--- config.mk ---
export PLATFORM = sky130hd
export DESIGN_NAME = tdc_interval_sensor
export DESIGN_NICKNAME = d
export VERILOG_FILES = /design/src/rtl/tdc_interval_sensor.sv
export SDC_FILE = /design/constraint.sdc
export NUM_CORES = 1
export LEC_CHECK = 0
export BUFFER_PORTS_ARGS = -buffer_cell sky130_fd_sc_hd__clkbuf_2
export CAP_MARGIN = 20
export CORE_UTILIZATION = 52
export DETAILED_ROUTE_END_ITERATION = 8
export PLACE_DENSITY = 0.73
export SETUP_SLACK_MARGIN = 0.2
export SYNTH_ARGS = -nofsm -noshare
export SYNTH_HDL_FRONTEND = slang
export SYNTH_SLANG_ARGS = --single-unit
export TNS_END_PERCENT = 100
--- constraint.sdc ---
create_clock -name clk -period 11.45 [get_ports clk]
set_input_delay 1.145 -clock clk [delete_from_list [all_inputs] [get_ports clk]]
set_output_delay 1.145 -clock clk [all_outputs]
set_load 0.005 [all_outputs]
--- src/rtl/tdc_interval_sensor.sv ---
// Multi-channel time-interval sensor: measures start->stop edge intervals on a selected
// channel, averages 2^AVG_LOG2 samples and reports a saturated result.
// Optional min/max sample tracking is enabled with `define TDC_MINMAX_EN.
module tdc_interval_sensor #(
  parameter int unsigned CHANNELS    = 4,
  parameter int unsigned CNT_W       = 12,
  parameter int unsigned OUT_W       = 8,
  parameter int unsigned AVG_LOG2    = 2,
  parameter int unsigned SYNC_STAGES = 2,
  localparam int unsigned SW         = (CHANNELS > 1) ? $clog2(CHANNELS) : 1
) (
  input  logic                clk,
  input  logic                rst_n,
  input  logic [SW-1:0]       ch_sel,
  input  logic                start_req,
  input  logic [CHANNELS-1:0] start_in,
  input  logic [CHANNELS-1:0] stop_in,
  output logic                busy,
  output logic                valid,
  output logic [OUT_W-1:0]    count_out,
`ifdef TDC_MINMAX_EN
  output logic [OUT_W-1:0]    min_out,
  output logic [OUT_W-1:0]    max_out,
`endif
  output logic                overflow
);

  localparam int unsigned SUM_W = CNT_W + AVG_LOG2;
  localparam int unsigned IDX_W = (AVG_LOG2 > 0) ? AVG_LOG2 : 1;

  localparam logic [CNT_W-1:0] CNT_MAX  = '1;
  localparam logic [CNT_W-1:0] OUT_MAX  = CNT_W'({OUT_W{1'b1}});
  localparam logic [IDX_W-1:0] IDX_LAST = IDX_W'((1 << AVG_LOG2) - 1);

  localparam logic [1:0] S_IDLE  = 2'd0;
  localparam logic [1:0] S_ARM   = 2'd1;
  localparam logic [1:0] S_COUNT = 2'd2;
  localparam logic [1:0] S_DONE  = 2'd3;

  function automatic logic [OUT_W-1:0] sat_out(input logic [CNT_W-1:0] v);
    return (v > OUT_MAX) ? {OUT_W{1'b1}} : v[OUT_W-1:0];
  endfunction

  // Synchroniser chains: stage 0 samples the pin, stage SYNC_STAGES-1 feeds edge detection.
  logic [SYNC_STAGES-1:0][CHANNELS-1:0] start_sync_q, start_sync_d;
  logic [SYNC_STAGES-1:0][CHANNELS-1:0] stop_sync_q, stop_sync_d;
  logic [CHANNELS-1:0]                  start_prev_q, start_prev_d;
  logic [CHANNELS-1:0]                  stop_prev_q, stop_prev_d;

  logic [1:0]       state_q, state_d;
  logic [SW-1:0]    ch_q, ch_d;
  logic [IDX_W-1:0] idx_q, idx_d;
  logic [SUM_W-1:0] sum_q, sum_d;
  logic [CNT_W-1:0] cnt_q, cnt_d;
  logic             run_ovf_q, run_ovf_d;
  logic             busy_q, busy_d;
  logic             valid_q, valid_d;
  logic [OUT_W-1:0] count_out_q, count_out_d;
  logic             overflow_q, overflow_d;

`ifdef TDC_MINMAX_EN
  logic [CNT_W-1:0] min_q, min_d;
  logic [CNT_W-1:0] max_q, max_d;
  logic [OUT_W-1:0] min_out_q, min_out_d;
  logic [OUT_W-1:0] max_out_q, max_out_d;
`endif

  logic [CHANNELS-1:0] start_edge_c, stop_edge_c;
  logic                start_hit_c, stop_hit_c;
  logic [CNT_W-1:0]    cnt_inc_c;
  logic                sample_done;
  logic [CNT_W-1:0]    sample_val;
  logic                sample_ovf;
  logic [CNT_W-1:0]    avg;

  assign start_edge_c = start_sync_q[SYNC_STAGES-1] & ~start_prev_q;
  assign stop_edge_c  = stop_sync_q[SYNC_STAGES-1] & ~stop_prev_q;
  assign start_hit_c  = start_edge_c[ch_q];
  assign stop_hit_c   = stop_edge_c[ch_q];
  assign cnt_inc_c    = cnt_q + CNT_W'(1);

  always_comb begin
    start_sync_d = {start_sync_q[SYNC_STAGES-2:0], start_in};
    stop_sync_d  = {stop_sync_q[SYNC_STAGES-2:0], stop_in};
    start_prev_d = start_sync_q[SYNC_STAGES-1];
    stop_prev_d  = stop_sync_q[SYNC_STAGES-1];
  end

  // Measurement FSM; the result is computed on the final sample so it lands in the DONE cycle.
  always_comb begin
    state_d     = state_q;
    ch_d        = ch_q;
    idx_d       = idx_q;
    sum_d       = sum_q;
    cnt_d       = cnt_q;
    run_ovf_d   = run_ovf_q;
    busy_d      = busy_q;
    valid_d     = 1'b0;
    count_out_d = count_out_q;
    overflow_d  = overflow_q;
    sample_done = 1'b0;
    sample_val  = '0;
    sample_ovf  = 1'b0;
    avg         = '0;
`ifdef TDC_MINMAX_EN
    min_d       = min_q;
    max_d       = max_q;
    min_out_d   = min_out_q;
    max_out_d   = max_out_q;
`endif

    case (state_q)
      S_IDLE: begin
        idx_d     = '0;
        sum_d     = '0;
        run_ovf_d = 1'b0;
        cnt_d     = '0;
        if (start_req) begin
          ch_d    = (32'(ch_sel) < CHANNELS) ? ch_sel : '0;
          busy_d  = 1'b1;
          state_d = S_ARM;
        end
      end
      S_ARM: begin
        if (start_hit_c) begin
          if (stop_hit_c) begin
            sample_done = 1'b1;
            sample_val  = '0;
          end else begin
            cnt_d   = '0;
            state_d = S_COUNT;
          end
        end
      end
      S_COUNT: begin
        // cnt_q holds k-1 in the k-th cycle after the start edge.
        if (stop_hit_c) begin
          sample_done = 1'b1;
          sample_val  = cnt_inc_c;
        end else if (cnt_inc_c == CNT_MAX) begin
          sample_done = 1'b1;
          sample_val  = CNT_MAX;
          sample_ovf  = 1'b1;
        end else begin
          cnt_d = cnt_inc_c;
        end
      end
      S_DONE: begin
        state_d = S_IDLE;
      end
      default: begin
        state_d = S_IDLE;
      end
    endcase

    if (sample_done) begin
      sum_d     = sum_q + SUM_W'(sample_val);
      run_ovf_d = run_ovf_q | sample_ovf;
`ifdef TDC_MINMAX_EN
      if (idx_q == '0) begin
        min_d = sample_val;
        max_d = sample_val;
      end else begin
        if (sample_val < min_q) min_d = sample_val;
        if (sample_val > max_q) max_d = sample_val;
      end
`endif
      if (idx_q == IDX_LAST) begin
        avg         = CNT_W'(sum_d >> AVG_LOG2);
        count_out_d = sat_out(avg);
        overflow_d  = run_ovf_d | (avg > OUT_MAX);
        valid_d     = 1'b1;
        busy_d      = 1'b0;
        state_d     = S_DONE;
`ifdef TDC_MINMAX_EN
        min_out_d   = sat_out(min_d);
        max_out_d   = sat_out(max_d);
`endif
      end else begin
        idx_d   = idx_q + IDX_W'(1);
        state_d = S_ARM;
      end
    end
  end

  always_ff @(posedge clk or negedge rst_n) begin
    if (!rst_n) begin
      start_sync_q <= '0;
      stop_sync_q  <= '0;
      start_prev_q <= '0;
      stop_prev_q  <= '0;
      state_q      <= S_IDLE;
      ch_q         <= '0;
      idx_q        <= '0;
      sum_q        <= '0;
      cnt_q        <= '0;
      run_ovf_q    <= 1'b0;
      busy_q       <= 1'b0;
      valid_q      <= 1'b0;
      count_out_q  <= '0;
      overflow_q   <= 1'b0;
`ifdef TDC_MINMAX_EN
      min_q        <= '0;
      max_q        <= '0;
      min_out_q    <= '0;
      max_out_q    <= '0;
`endif
    end else begin
      start_sync_q <= start_sync_d;
      stop_sync_q  <= stop_sync_d;
      start_prev_q <= start_prev_d;
      stop_prev_q  <= stop_prev_d;
      state_q      <= state_d;
      ch_q         <= ch_d;
      idx_q        <= idx_d;
      sum_q        <= sum_d;
      cnt_q        <= cnt_d;
      run_ovf_q    <= run_ovf_d;
      busy_q       <= busy_d;
      valid_q      <= valid_d;
      count_out_q  <= count_out_d;
      overflow_q   <= overflow_d;
`ifdef TDC_MINMAX_EN
      min_q        <= min_d;
      max_q        <= max_d;
      min_out_q    <= min_out_d;
      max_out_q    <= max_out_d;
`endif
    end
  end

  assign busy      = busy_q;
  assign valid     = valid_q;
  assign count_out = count_out_q;
  assign overflow  = overflow_q;
`ifdef TDC_MINMAX_EN
  assign min_out   = min_out_q;
  assign max_out   = max_out_q;
`endif

endmodule

==> flow_summary.ini <==
[finish]
diodes = 0
fin_util_pct = 60.64
drive_gt1_share_pct = 16.24
fin_nets = 417
area_delta_synth_final_pct = 11.34
fin_area_um2 = 4165

[sta]
min_period_ps = 4932
setup_viol_count_final = 0
tightest_slew_ps = 1015
final.setup.worst_slack_ps = 6518
fin_setup_tns_ps = 0
hold_violations = 0
rsz0062_at_grt = no
fin_worst_skew_ps = 7.630
max_freq_mhz = 202.7
slew-limit-headroom_pct = 31.42
period_share_pct = 43.08
final_max_slew_viol_count = 0

[logic_synthesis]
synth-main-ff-cell = dfrtp_1
synth_edf_count = 0
synth_cell_types = 58
synth.net_count = 395
syn_inst = 361
seq_area_frac_synth_pct = 45.48
async_flop_share_pct = 100.0
yosys_warnings = 0
ys_ff_latch = 68
synth.avg_cell_area_um2 = 10.36
netlist_area_um2 = 3741

[clock_tree]
cts_tree = yes
clock_path_buffers = 2
htreeDepth = 3
holdBufCountCts = 0
clk_pin_slew_ps = 80
clock-sinks = 68
cts_root_buf = clkbuf_8
cts_resized = 0
clk_latency_ps = 340
postCtsSetupBuffers = 0
cts-buffers-inserted = 9

[grt]
grt_max_degree = 69
grt_pass1_vias = 2747
grt_pass1_wl_um = 13380
use_met3_pct = 3.429
grt_overflow = 0
met2_usage_pct = 37.65
gr-max-usage-layer = met2
grt_usage_pct = 23.42
grt_use_met1_pct = 31.93
antenna_found_initial = 0

[placed_design]
hpwlAfterDp_um = 5496
dp_slack_ps = 6558
gp_congestion = 0.9194
dpl_cell_area_um2 = 3925
portBuffers = 23

[floorplanning]
io_pins = 24
die_h_um = 86.82
die-area_um2 = 7538
start_util_pct = 54.46
rows = 30
die_w_um = 86.82
core_area_um2 = 6869

[route]
dr.pass1.iters = 4
routed_wl_um = 7828
vias = 2803
vias_per_cell = 5.791
drtIter0Drc = 137
drcViolationCount = 0
wl_per_cell_um = 16.17
antenna_left = 0

[setup_path]
path_class = flop to flop
path_max_fanout = 13
crit_path_top_delay_cell = or3_1
cp-end-kind = flop
critical_path_required_ps = 11670
startpoint_type = flop
arrival_ps = 5160
path_cells = ha_1, nand4_4, or4_4, a21oi_4, a41oi_1, a21oi_1, ha_1, a211oi_1, o21ai_0, a21boi_0, o21ai_0, xnor2_1, or3_1, o32a_1
critPathMaxStageDelay_ps = 550

[flow_run]
maxCapViolCount = 0

[run_status]
status = finished clean

[power]
total_power_uw = 686.1
powerDensity_nw_per_um2 = 164.7
leakage_uw = 0.001901
peakVddDrop_mv = 0.08832

[worst_hold_path]
hold_path.class = flop to flop
cell families (layout without fill, tap and decap cells):
logic type,after synthesis,after routing,share of synthesized area (%)
simple gates,99,99,14.55
mux,16,16,5.084
buf+inv,35,62,3.879
flops,68,68,45.48
fa+ha+maj,21,21,7.224
xor+xnor,15,15,3.512
compound gates,107,107,20.27
area by class of cell:
| cell class | count | area, µm² |
|---|---|---|
| sequential | 68 | 1702 |
| fill | 567 | 2704 |
| inverter | 21 | 78.83 |
| clock buffer | 10 | 127.6 |
| multi-input combinational | 258 | 1894 |
| clock inverter | 6 | 112.6 |
| timing repair buffer | 25 | 130.1 |
| tap | 96 | 120.1 |
Yosys cell counts, types with 4 or more instances:
cell       n  share of area, %
or3_1      5              0.84
mux2_2    14               4.2
nor2b_1   15               2.5
o32a_1     8               2.1
clkbuf_1   8              0.80
inv_1     20               2.0
a21oi_1   16               2.1
o21ai_0   23               3.1
ha_1      20               6.7
nor2_1    14               1.4
nand3_1   14               1.9
buf_2      4              0.54
nand2b_1   5              0.84
a22o_1     7               1.6
nand2_1   21               2.1
o31ai_1    6               1.2
dfrtp_1   68                45
xor2_1     5               1.2
a31oi_1    9               1.5
xnor2_1   10               2.3
nor3_1     5              0.67
a21o_1     7               1.4
o211ai_1   4              0.80
per-stage QoR:
step | hold WS, ps | cells
final | 351.2 | 484
after global routing | 355.6 | 484
after CTS | 351.2 | 484
after detailed placement | 334.7 | 468
after global placement | 332.3 | 468
after floorplan | 331.2 | 361
cells in the final DEF, fill, tap and decap left out, types with 4 or more instances in the layout:
cell type	Yosys	routed
a21o_1	7	7
a21oi_1	16	16
a22o_1	7	7
a31oi_1	9	9
clkbuf_2	1	22
clkbuf_8	0	9
dfrtp_1	68	68
ha_1	20	20
inv_1	20	20
mux2_2	14	14
nand2_1	21	21
nand2b_1	5	5
nand3_1	14	14
nor2_1	14	14
nor2b_1	15	15
nor3_1	5	5
o211ai_1	4	4
o21ai_0	23	23
o31ai_1	6	6
o32a_1	8	8
or3_1	5	5
xnor2_1	10	10
xor2_1	5	5
critical path: cells and delay by family, from the launching register on:
kind	cells	cell delay (ps)
compound gates	8	2340
xor+xnor	1	150
fa+ha+maj	2	610
flops	1	490
simple gates	3	1220
registers in the layout (all words and copies together) (netlist names):
register and flops:
stop_prev_q 4, sum_q 14, state_q 2, count_out 8
cnt_q 12, stop_sync_d 4, run_ovf_q 1, busy 1
valid 1, start_sync_d 4, stop_prev_d 4, idx_q 2
start_prev_d 4, overflow 1, start_prev_q 4, ch_q 2
final timing paths:
path                           startpoint             end  slack (ps)  cells after the start
max                              cnt_q[0]    count_out[3]        6520                     14
min                        stop_sync_d[7]  stop_prev_d[3]         350                      0
max reg2reg                      cnt_q[0]    count_out[3]        6520                     14
min reg2reg                stop_sync_d[7]  stop_prev_d[3]         350                      0
max in group asynchronous           rst_n    count_out[3]        9920                      2
min in group asynchronous           rst_n         ch_q[0]        1000                      2
power breakdown:
part	switching (µW)	internal, µW
combinational	115	59.5
clock	93.0	145
sequential	16.9	256
routing by layer:
metal / routed length [µm] / vias to the layer above
met3: 281 / 8
met4: 105 / 0
met5: 0 / -
li1: - / 1375
met1: 3754 / 1362
met2: 3687 / 58
No activity file was read; power rests on OpenSTA's default activity.
